<file path="src/rtl/ens_vote_pkg.sv">
// ens_vote_pkg: shared state encoding and width helpers for the ensemble vote/argmax stage.
// Provides state_t {ACCUM, SCAN, OUT}, sum_w() for the accumulator width and idx_w() for the class index width.
package ens_vote_pkg;
    typedef enum logic [1:0] {ACCUM, SCAN, OUT} state_t;
    // Smallest width that holds NUM_ENS maximal scores added together, so sums can never overflow.
    function automatic int sum_w(input int n_ens, input int cbits);
        return $clog2(n_ens * (2 ** cbits - 1) + 1);
    endfunction
    function automatic int idx_w(input int n);
        return n > 1 ? $clog2(n) : 1;
    endfunction
endpackage

</file>
<file path="src/rtl/ens_vote_argmax_if.sv">
// ens_vote_argmax_if: input member-vector and output result handshakes of the vote/argmax stage.
// master (producer/consumer side): drives in_data, in_valid, out_ready; sees in_ready, out_class, out_score, out_valid.
// slave (block side): the mirror image.
interface ens_vote_argmax_if
    import ens_vote_pkg::*;
#(
    parameter int NUM_CLASSES = 10,
    parameter int CLASS_BITS  = 2,
    parameter int NUM_ENS     = 4
);
    localparam int SUM_W = sum_w(NUM_ENS, CLASS_BITS);
    localparam int IDX_W = idx_w(NUM_CLASSES);
    logic [NUM_CLASSES*CLASS_BITS-1:0] in_data;
    logic                              in_valid;
    logic                              in_ready;
    logic [IDX_W-1:0]                  out_class;
    logic [SUM_W-1:0]                  out_score;
    logic                              out_valid;
    logic                              out_ready;
    modport master (output in_data, in_valid, out_ready, input in_ready, out_class, out_score, out_valid);
    modport slave  (input in_data, in_valid, out_ready, output in_ready, out_class, out_score, out_valid);
endinterface

</file>
<file path="src/rtl/ens_class_acc.sv">
// ens_class_acc: NUM_CLASSES x SUM_W per-class accumulator array with add-vector, clear and an indexed read port.
// Ports: clk, rst (sync, active-high), clr (clear all), add (add vec fieldwise), vec (packed class scores),
//        rd_idx (class to read), rd_data (acc[rd_idx], combinational).
module ens_class_acc
    import ens_vote_pkg::*;
#(
    parameter int NUM_CLASSES = 10,
    parameter int CLASS_BITS  = 2,
    parameter int SUM_W       = 4,
    parameter int IDX_W       = 4
) (
    input  logic                              clk,
    input  logic                              rst,
    input  logic                              clr,
    input  logic                              add,
    input  logic [NUM_CLASSES*CLASS_BITS-1:0] vec,
    input  logic [IDX_W-1:0]                  rd_idx,
    output logic [SUM_W-1:0]                  rd_data
);
    logic [SUM_W-1:0] acc [NUM_CLASSES];
    always_ff @(posedge clk) begin
        if (rst || clr)
            for (int c = 0; c < NUM_CLASSES; c++) acc[c] <= '0;
        else if (add)
            for (int c = 0; c < NUM_CLASSES; c++) acc[c] <= acc[c] + SUM_W'(vec[c*CLASS_BITS +: CLASS_BITS]);
    end
    assign rd_data = acc[rd_idx];
endmodule

</file>
<file path="src/rtl/ens_vote_argmax.sv">
// ens_vote_argmax: sums per-class scores over NUM_ENS ensemble members, then scans the sums and emits the argmax.
// Ports: clk, rst (sync, active-high), bus (ens_vote_argmax_if.slave: in_data/in_valid/in_ready member input,
//        out_class/out_score/out_valid/out_ready result output).
module ens_vote_argmax
    import ens_vote_pkg::*;
#(
    parameter int NUM_CLASSES = 10,
    parameter int CLASS_BITS  = 2,
    parameter int NUM_ENS     = 4
) (
    input logic               clk,
    input logic               rst,
    ens_vote_argmax_if.slave  bus
);
    localparam int SUM_W = sum_w(NUM_ENS, CLASS_BITS);
    localparam int IDX_W = idx_w(NUM_CLASSES);
    localparam int CNT_W = NUM_ENS > 1 ? $clog2(NUM_ENS) : 1;
    state_t           state, state_nx;
    logic [CNT_W-1:0] mcnt;
    logic [IDX_W-1:0] sidx, best_idx, out_class;
    logic [SUM_W-1:0] best, out_score, rd_data;
    logic             out_valid, in_acc, last_mem, last_cls, take, out_hs;
    ens_class_acc #(
        .NUM_CLASSES(NUM_CLASSES), .CLASS_BITS(CLASS_BITS), .SUM_W(SUM_W), .IDX_W(IDX_W)
    ) u_acc (
        .clk(clk), .rst(rst), .clr(out_hs), .add(in_acc),
        .vec(bus.in_data), .rd_idx(sidx), .rd_data(rd_data)
    );
    always_comb begin
        in_acc   = state == ACCUM && bus.in_valid;
        last_mem = mcnt == CNT_W'(NUM_ENS - 1);
        last_cls = sidx == IDX_W'(NUM_CLASSES - 1);
        // Strict compare keeps the lowest index on ties; class 0 always seeds the running best.
        take     = sidx == '0 || rd_data > best;
        out_hs   = state == OUT && bus.out_ready;
        state_nx = (in_acc && last_mem)          ? SCAN  :
                   (state == SCAN && last_cls)   ? OUT   :
                   out_hs                        ? ACCUM : state;
    end
    always_ff @(posedge clk) begin
        if (rst) begin
            state     <= ACCUM;
            mcnt      <= '0;
            sidx      <= '0;
            best      <= '0;
            best_idx  <= '0;
            out_valid <= 1'b0;
            out_class <= '0;
            out_score <= '0;
        end else begin
            state <= state_nx;
            if (in_acc) begin
                mcnt <= last_mem ? '0 : mcnt + 1'b1;
                sidx <= '0;
            end
            if (state == SCAN) begin
                sidx <= sidx + 1'b1;
                if (take) begin
                    best     <= rd_data;
                    best_idx <= sidx;
                end
                if (last_cls) begin
                    out_class <= take ? sidx : best_idx;
                    out_score <= take ? rd_data : best;
                    out_valid <= 1'b1;
                end
            end
            if (out_hs) out_valid <= 1'b0;
        end
    end
    assign bus.in_ready  = state == ACCUM;
    assign bus.out_valid = out_valid;
    assign bus.out_class = out_class;
    assign bus.out_score = out_score;
endmodule

</file>
<file path="src/flat_wrapper.sv">
// flat-port wrapper written by rule: the top's interface ports become plain ports
module ens_vote_argmax_flat import ens_vote_pkg::*;
#(
    parameter int NUM_CLASSES = 10,
    parameter int CLASS_BITS  = 2,
    parameter int NUM_ENS     = 4
)
  (clk, rst, bus_in_data, bus_in_valid, bus_out_ready, bus_in_ready, bus_out_class, bus_out_score, bus_out_valid);
  ens_vote_argmax_if #(.NUM_CLASSES(NUM_CLASSES), .CLASS_BITS(CLASS_BITS), .NUM_ENS(NUM_ENS)) bus_i ();
  input logic clk;
  input logic rst;
  input wire logic [$bits(bus_i.in_data)-1:0] bus_in_data;
  input wire logic [$bits(bus_i.in_valid)-1:0] bus_in_valid;
  input wire logic [$bits(bus_i.out_ready)-1:0] bus_out_ready;
  output wire logic [$bits(bus_i.in_ready)-1:0] bus_in_ready;
  output wire logic [$bits(bus_i.out_class)-1:0] bus_out_class;
  output wire logic [$bits(bus_i.out_score)-1:0] bus_out_score;
  output wire logic [$bits(bus_i.out_valid)-1:0] bus_out_valid;
  assign bus_i.in_data = bus_in_data;
  assign bus_i.in_valid = bus_in_valid;
  assign bus_i.out_ready = bus_out_ready;
  assign bus_in_ready = bus_i.in_ready;
  assign bus_out_class = bus_i.out_class;
  assign bus_out_score = bus_i.out_score;
  assign bus_out_valid = bus_i.out_valid;
  ens_vote_argmax #(.NUM_CLASSES(NUM_CLASSES), .CLASS_BITS(CLASS_BITS), .NUM_ENS(NUM_ENS)) u_core (.clk(clk), .rst(rst), .bus(bus_i));
endmodule
</file>
<file path="config.mk">
export PLATFORM = sky130hd
export DESIGN_NAME = ens_vote_argmax_flat
export DESIGN_NICKNAME = d
export VERILOG_FILES = /design/src/rtl/ens_vote_pkg.sv /design/src/rtl/ens_vote_argmax_if.sv /design/src/rtl/ens_class_acc.sv /design/src/rtl/ens_vote_argmax.sv /design/src/flat_wrapper.sv
export SDC_FILE = /design/constraint.sdc
export NUM_CORES = 1
export LEC_CHECK = 0
export ABC_AREA = 1
export CORE_MARGIN = 1
export CORE_UTILIZATION = 53
export DETAILED_ROUTE_END_ITERATION = 16
export DONT_BUFFER_PORTS = 1
export PLACE_DENSITY = 0.77
export SLEW_MARGIN = 20
export SYNTH_ARGS = -nofsm -noshare
export SYNTH_HDL_FRONTEND = slang
export SYNTH_SLANG_ARGS = --single-unit
</file>
<file path="constraint.sdc">
create_clock -name clk -period 2.6 [get_ports clk]
set_clock_uncertainty 0.05 [all_clocks]
set_input_delay 0.13 -clock clk [delete_from_list [all_inputs] [get_ports clk]]
set_output_delay 0.13 -clock clk [all_outputs]
set_load 0.03 [all_outputs]
</file>
After elaboration in Yosys (flattened, before gate mapping):

Memory sizes are Yosys's and may differ from the RTL's. A register that Yosys moved wholly into a read port is not among the register bits.
Index checks and enable logic that the tools add are counted.

* equal/unequal tests: 4
* $add $sub $neg: 12
* $lt $le $gt $ge: 1
* multiplexer cells: 25
* bitwise logic cells: 10
* reduce and logical (&&, ||, !) cells: 14

Operator list (count)
* $mux W4: 16
* $add A4 B2 Y4: 10
* $or A1 B1 Y1: 10
* $mux W1: 6
* $mux W2: 3
* $add A4 B1 Y4 const B: 1
* $eq A2 B2 Y1 const B: 2
* $eq A4 B4 Y1 const B: 1
* $gt A4 B4 Y1: 1
* $logic_and A1 B1 Y1: 4
* $logic_not A4 Y1: 1
* $reduce_bool A2 Y1: 2
* $reduce_or A2 Y1: 2
* $reduce_bool A3 Y1: 1
* $add A2 B1 Y2 const B: 1
* $eq A2 B1 Y1 const B: 1
* $logic_not A2 Y1: 1
* $logic_or A1 B1 Y1: 2
* $reduce_and A2 Y1: 1

* memories: 1
* input bits: 24
* bits in registers: 25
* logic and storage cells: 76
* bits in writable memories: 40
* output and inout bits: 10

Memories
* u_core.u_acc.acc: words 10, width 4, rd ports 11, clocked after memory_dff 1, write ports 10, RTL line ens_class_acc.sv:20 `logic [SUM_W-1:0] acc [NUM_CLASSES];`

Logic depth before layout (Yosys ltp):

* word-level depth: 6
* depth in mapped cells: 19
* mapped depth without buffers: 19

Hierarchy:

Synthesis repeated with hierarchy kept, for this count alone.

* cells, all modules: 503
* area total of the unflattened synthesis: 4152.7 µm²

By module, submodules not included
* ens_class_acc: cells an instance 315, times used 1, area each 2772.7 µm², seq. area each 1201.2 µm²
* ens_vote_argmax: cells an instance 188, times used 1, area each 1380.1 µm², seq. area each 500.5 µm²

Least setup slack after synthesis:

No wires, ideal clock.

* kind: register to register
* from: reg u_core.state[0]
* to: mem u_core.u_acc.acc[0][0] (enable)
* setup time: 0.404 ns
* setup slack: 0.374 ns
* buffers on the path: 0
* stages on the path, launching flop included: 4
* arrival: 1.772 ns
* data required time: 2.146 ns
* cell sequence: dfxtp_1 -> nor2_2 -> nand2_2 -> nand3_1

RTL lines
* start: declaration: RTL line ens_vote_argmax.sv:18 `state_t state, state_nx;`
* start signal: assignment: RTL line ens_vote_argmax.sv:51 `state <= state_nx;`
* end: declaration: RTL line ens_class_acc.sv:20

==> out/qor.yml <==
status: "complete, no violations"
multiInputGateArea_um2: 1870
vias: 3107
cts-buffers-inserted: 9
fin_crit_ns: 2.38
syn2layout_area_growth_pct: 8.59
final_cells: 611
htree_levels: 3
cap_violations: 0
die_h_um: 90.0
die_x_um: 90.0
synth.avg_cell_area_um2: 8.20
dieArea_um2: 8110
powerDensity_nw_per_um2: 557
grt_first_pass_wirelength_um: 13600
start_kind: "flip-flop"
relSlewSlack_pct: 53.2
worstPathCellList: "inv_4, buf_12, nand2_1, nand3_1, nand3_1, nand3_1, nand2_1, ha_4, inv_1, o21bai_1, nand2_1, nand2_1, nand2_1, nand2_4, clkinvlp_4, nand2_2, nand3_1, nand2_1, inv_1"
ff_latch_area_um2: 1790
ys_ff_latch: 69
syn_nets: 563
antennaDiodeCount: 0
synthCells: 501
synthTopCellsByArea: "edfxtp_1 29%, dfxtp_1 14%, inv_1 9.2%"
cts_tree: "done"
max-vdd-ir-drop_mv: 0.265
p_total_mw: 2.48
critPathKind: "reg -> reg"
yosysUniqueCellTypes: 27
cts-root-buf: "clkbuf_8"
crit_required_ns: 2.81
grt_pass1_vias: 3074
cp_common_cell: "nand2_1"
drtIter0Drc: 186
vias_per_cell: 5.09
hold_violations: 0
cts_buffer_depth: 2
pre_cts_ws_ns: 0.159
clock_sinks: 69
p_leak_nw: 2.16
antenna_found_initial: 0
drv_slew: 0
r2r_cells: 19
place_area_um2: 4180
rows: 31
hold_start: "bus_out_ready"
rr_endpoint: "u_core.best_idx[3]"
yosysTopAreaCellShare_pct: 29.2
io_pins: 34
synth_area_leader_cell: "edfxtp_1"
syn_area_um2: 4110
grt.overflow.total: 0
cpMaxStageDelayCell: "dfxtp_4"
start_util_pct: 55.7
yosys.cell_count.top_type: "inv_1"
worst_setup_path_end_kind: "flip-flop"
rrSetupSlack_ns: 0.22
stdcell_area_um2: 4460
grt_max_degree: 40
clock.fmax_mhz: 421
crit_arrival_ns: 2.58
synth_edf_count: 40
io_buffers: 0
hold_path_class: "in -> reg"
cp_num_cells: 19
wirelength_um: 7970
place_inst: 590
layout_setup_ws_ns: 0.223
min_to: "u_core.state[1]"
place_hpwl_um: 5670
firstDrtPassIters: 4
critPathTopFamily: "simple AND/OR/NAND/NOR gates"
grt_util_all_layers_pct: 21.0
drc: 0
core_area_um2: 7370
min_path_cells: 3
finalCritPeriodShare_pct: 91.4
fillers: 644
path_buf_inv: 5
drtAntennaViolNets: 0
wire_per_inst_um: 13.0
crit_fanout: 15
async_flop_share_pct: 0
tns_ns: 0
gp_congestion: 0.876
worstMarginPinSlew_ns: 0.702
cp_slowest_stage_delay_ns: 0.36
yosysSeqAreaShare_pct: 43.4
yosys-top-cells-count: "101 x inv_1, 96 x nand2_1, 57 x nor2_1, 52 x nand3_1, 40 x edfxtp_1"
clk_pin_slew_ns: 0.07
layout-drive-gt1-share_pct: 8.59
setup_viol: 0
synth_warnings: 0
clk_latency_ns: 0.35
synthFlopType: "edfxtp_1"
nets: 569
==> logic make-up (layout without fill, tap and decap cells) <==
| group | after synthesis | count (layout) | synth area share [%] |
|---|---|---|---|
| simple gates | 212 | 212 | 21.9 |
| buf+inv | 117 | 128 | 12.1 |
| flops | 69 | 69 | 43.4 |
| compound gates | 53 | 53 | 6.67 |
| fa+ha+maj | 38 | 38 | 13.4 |
| xor+xnor | 12 | 12 | 2.56 |
==> repair_timing <==
action	4_1_cts	5_1_grt
setup endpoints to repair	0	16
resized for setup	0	17
setup buffers	0	3
hold buffers	1	0
endpoints found under the hold margin	13	0
==> worst min-delay path, delay by kind of cell <==
kind            cells  cell delay (ns)
simple gates        2             0.21
compound gates      1             0.06
==> report_power, final <==
part           internal [mW]  switching [mW]
Clock                  0.429           0.405
Combinational          0.139           0.216
Sequential              1.24          0.0578
==> metrics by stage <==
step,utilization (%),hold slack (ns)
global route,60.5,0.0499
detailed placement,56.8,0.160
floorplan,-,0.228
global placement,56.8,0.158
CTS,59.4,0.0232
finish,60.5,0.0363
==> metal layers <==
metal | global-route usage (%) | up-vias | wire length, um
li1 | - | 1586 | -
met1 | 26.4 | 1451 | 3740
met2 | 34.3 | 52 | 3740
met3 | 5.67 | 18 | 313
met4 | 8.74 | 0 | 175
met5 | 0 | - | 0
==> sequential cells by signal, summed over array words and instances, names as in the netlist, named ones only <==
register              flops
u_core.u_acc.acc         40
u_core.best_idx           4
u_core.best               4
u_core.bus.out_score      4
u_core.sidx               4
u_core.mcnt               2
u_core.state              2
u_core.bus.out_class      4
u_core.bus.out_valid      1
==> cell type report <==
type                       instances  area share, %
clock buffer                      13           3.81
multi-input combinational        315           42.0
inverter                         103           8.81
sequential                        69           40.1
timing repair buffer               9           2.22
clock inverter                     3          0.365
tap                               99           2.78
==> cells in the final DEF, fill, tap and decap left out <==
| master | Yosys | layout |
|---|---|---|
| nand2_1 | 96 | 92 |
| buf_4 | 1 | 4 |
| inv_2 | 2 | 2 |
| clkbuf_8 | 0 | 10 |
| o21bai_1 | 1 | 1 |
| nand4_2 | 1 | 1 |
| nand3_2 | 0 | 2 |
| nor2_2 | 2 | 2 |
| clkbuf_4 | 0 | 1 |
| dfxtp_1 | 29 | 27 |
| ha_1 | 28 | 27 |
| dlygate4sd3_1 | 0 | 1 |
| buf_6 | 6 | 1 |
| dfxtp_4 | 0 | 1 |
| buf_12 | 0 | 2 |
| o21ai_0 | 18 | 17 |
| a211oi_1 | 1 | 1 |
| o21ai_1 | 8 | 8 |
| fa_1 | 10 | 10 |
| nand2_2 | 2 | 5 |
| nand3_1 | 52 | 50 |
| nor2_8 | 1 | 1 |
| xnor2_1 | 1 | 1 |
| clkinvlp_4 | 0 | 1 |
| nand2_4 | 0 | 1 |
| or2_4 | 1 | 1 |
| clkinv_2 | 0 | 2 |
| ha_4 | 0 | 1 |
| xor2_1 | 11 | 11 |
| clkbuf_16 | 0 | 1 |
| o21ai_2 | 0 | 1 |
| dfxtp_2 | 0 | 1 |
| inv_4 | 0 | 2 |
| inv_1 | 101 | 99 |
| a21oi_2 | 1 | 1 |
| a21oi_1 | 24 | 24 |
| nor2_1 | 57 | 57 |
| edfxtp_1 | 40 | 40 |
| clkbuf_1 | 1 | 2 |
==> how the worst max path moves through the flow <==
stage / startpoint / end / slack [ns]
2_1_floorplan: u_core.state[0] / u_core.u_acc.acc[0][0] / 0.37
3_3_place_gp: flip-flop / u_core.bus.out_class[2] / 0.28
3_5_place_dp: flip-flop / u_core.bus.out_class[2] / 0.16
4_1_cts: flip-flop / u_core.bus.out_class[2] / 0.15
5_1_grt: flip-flop / u_core.best_idx[3] / -0.006
6_report: flip-flop / u_core.best_idx[3] / 0.22
No activity file was read; power rests on OpenSTA's default activity.
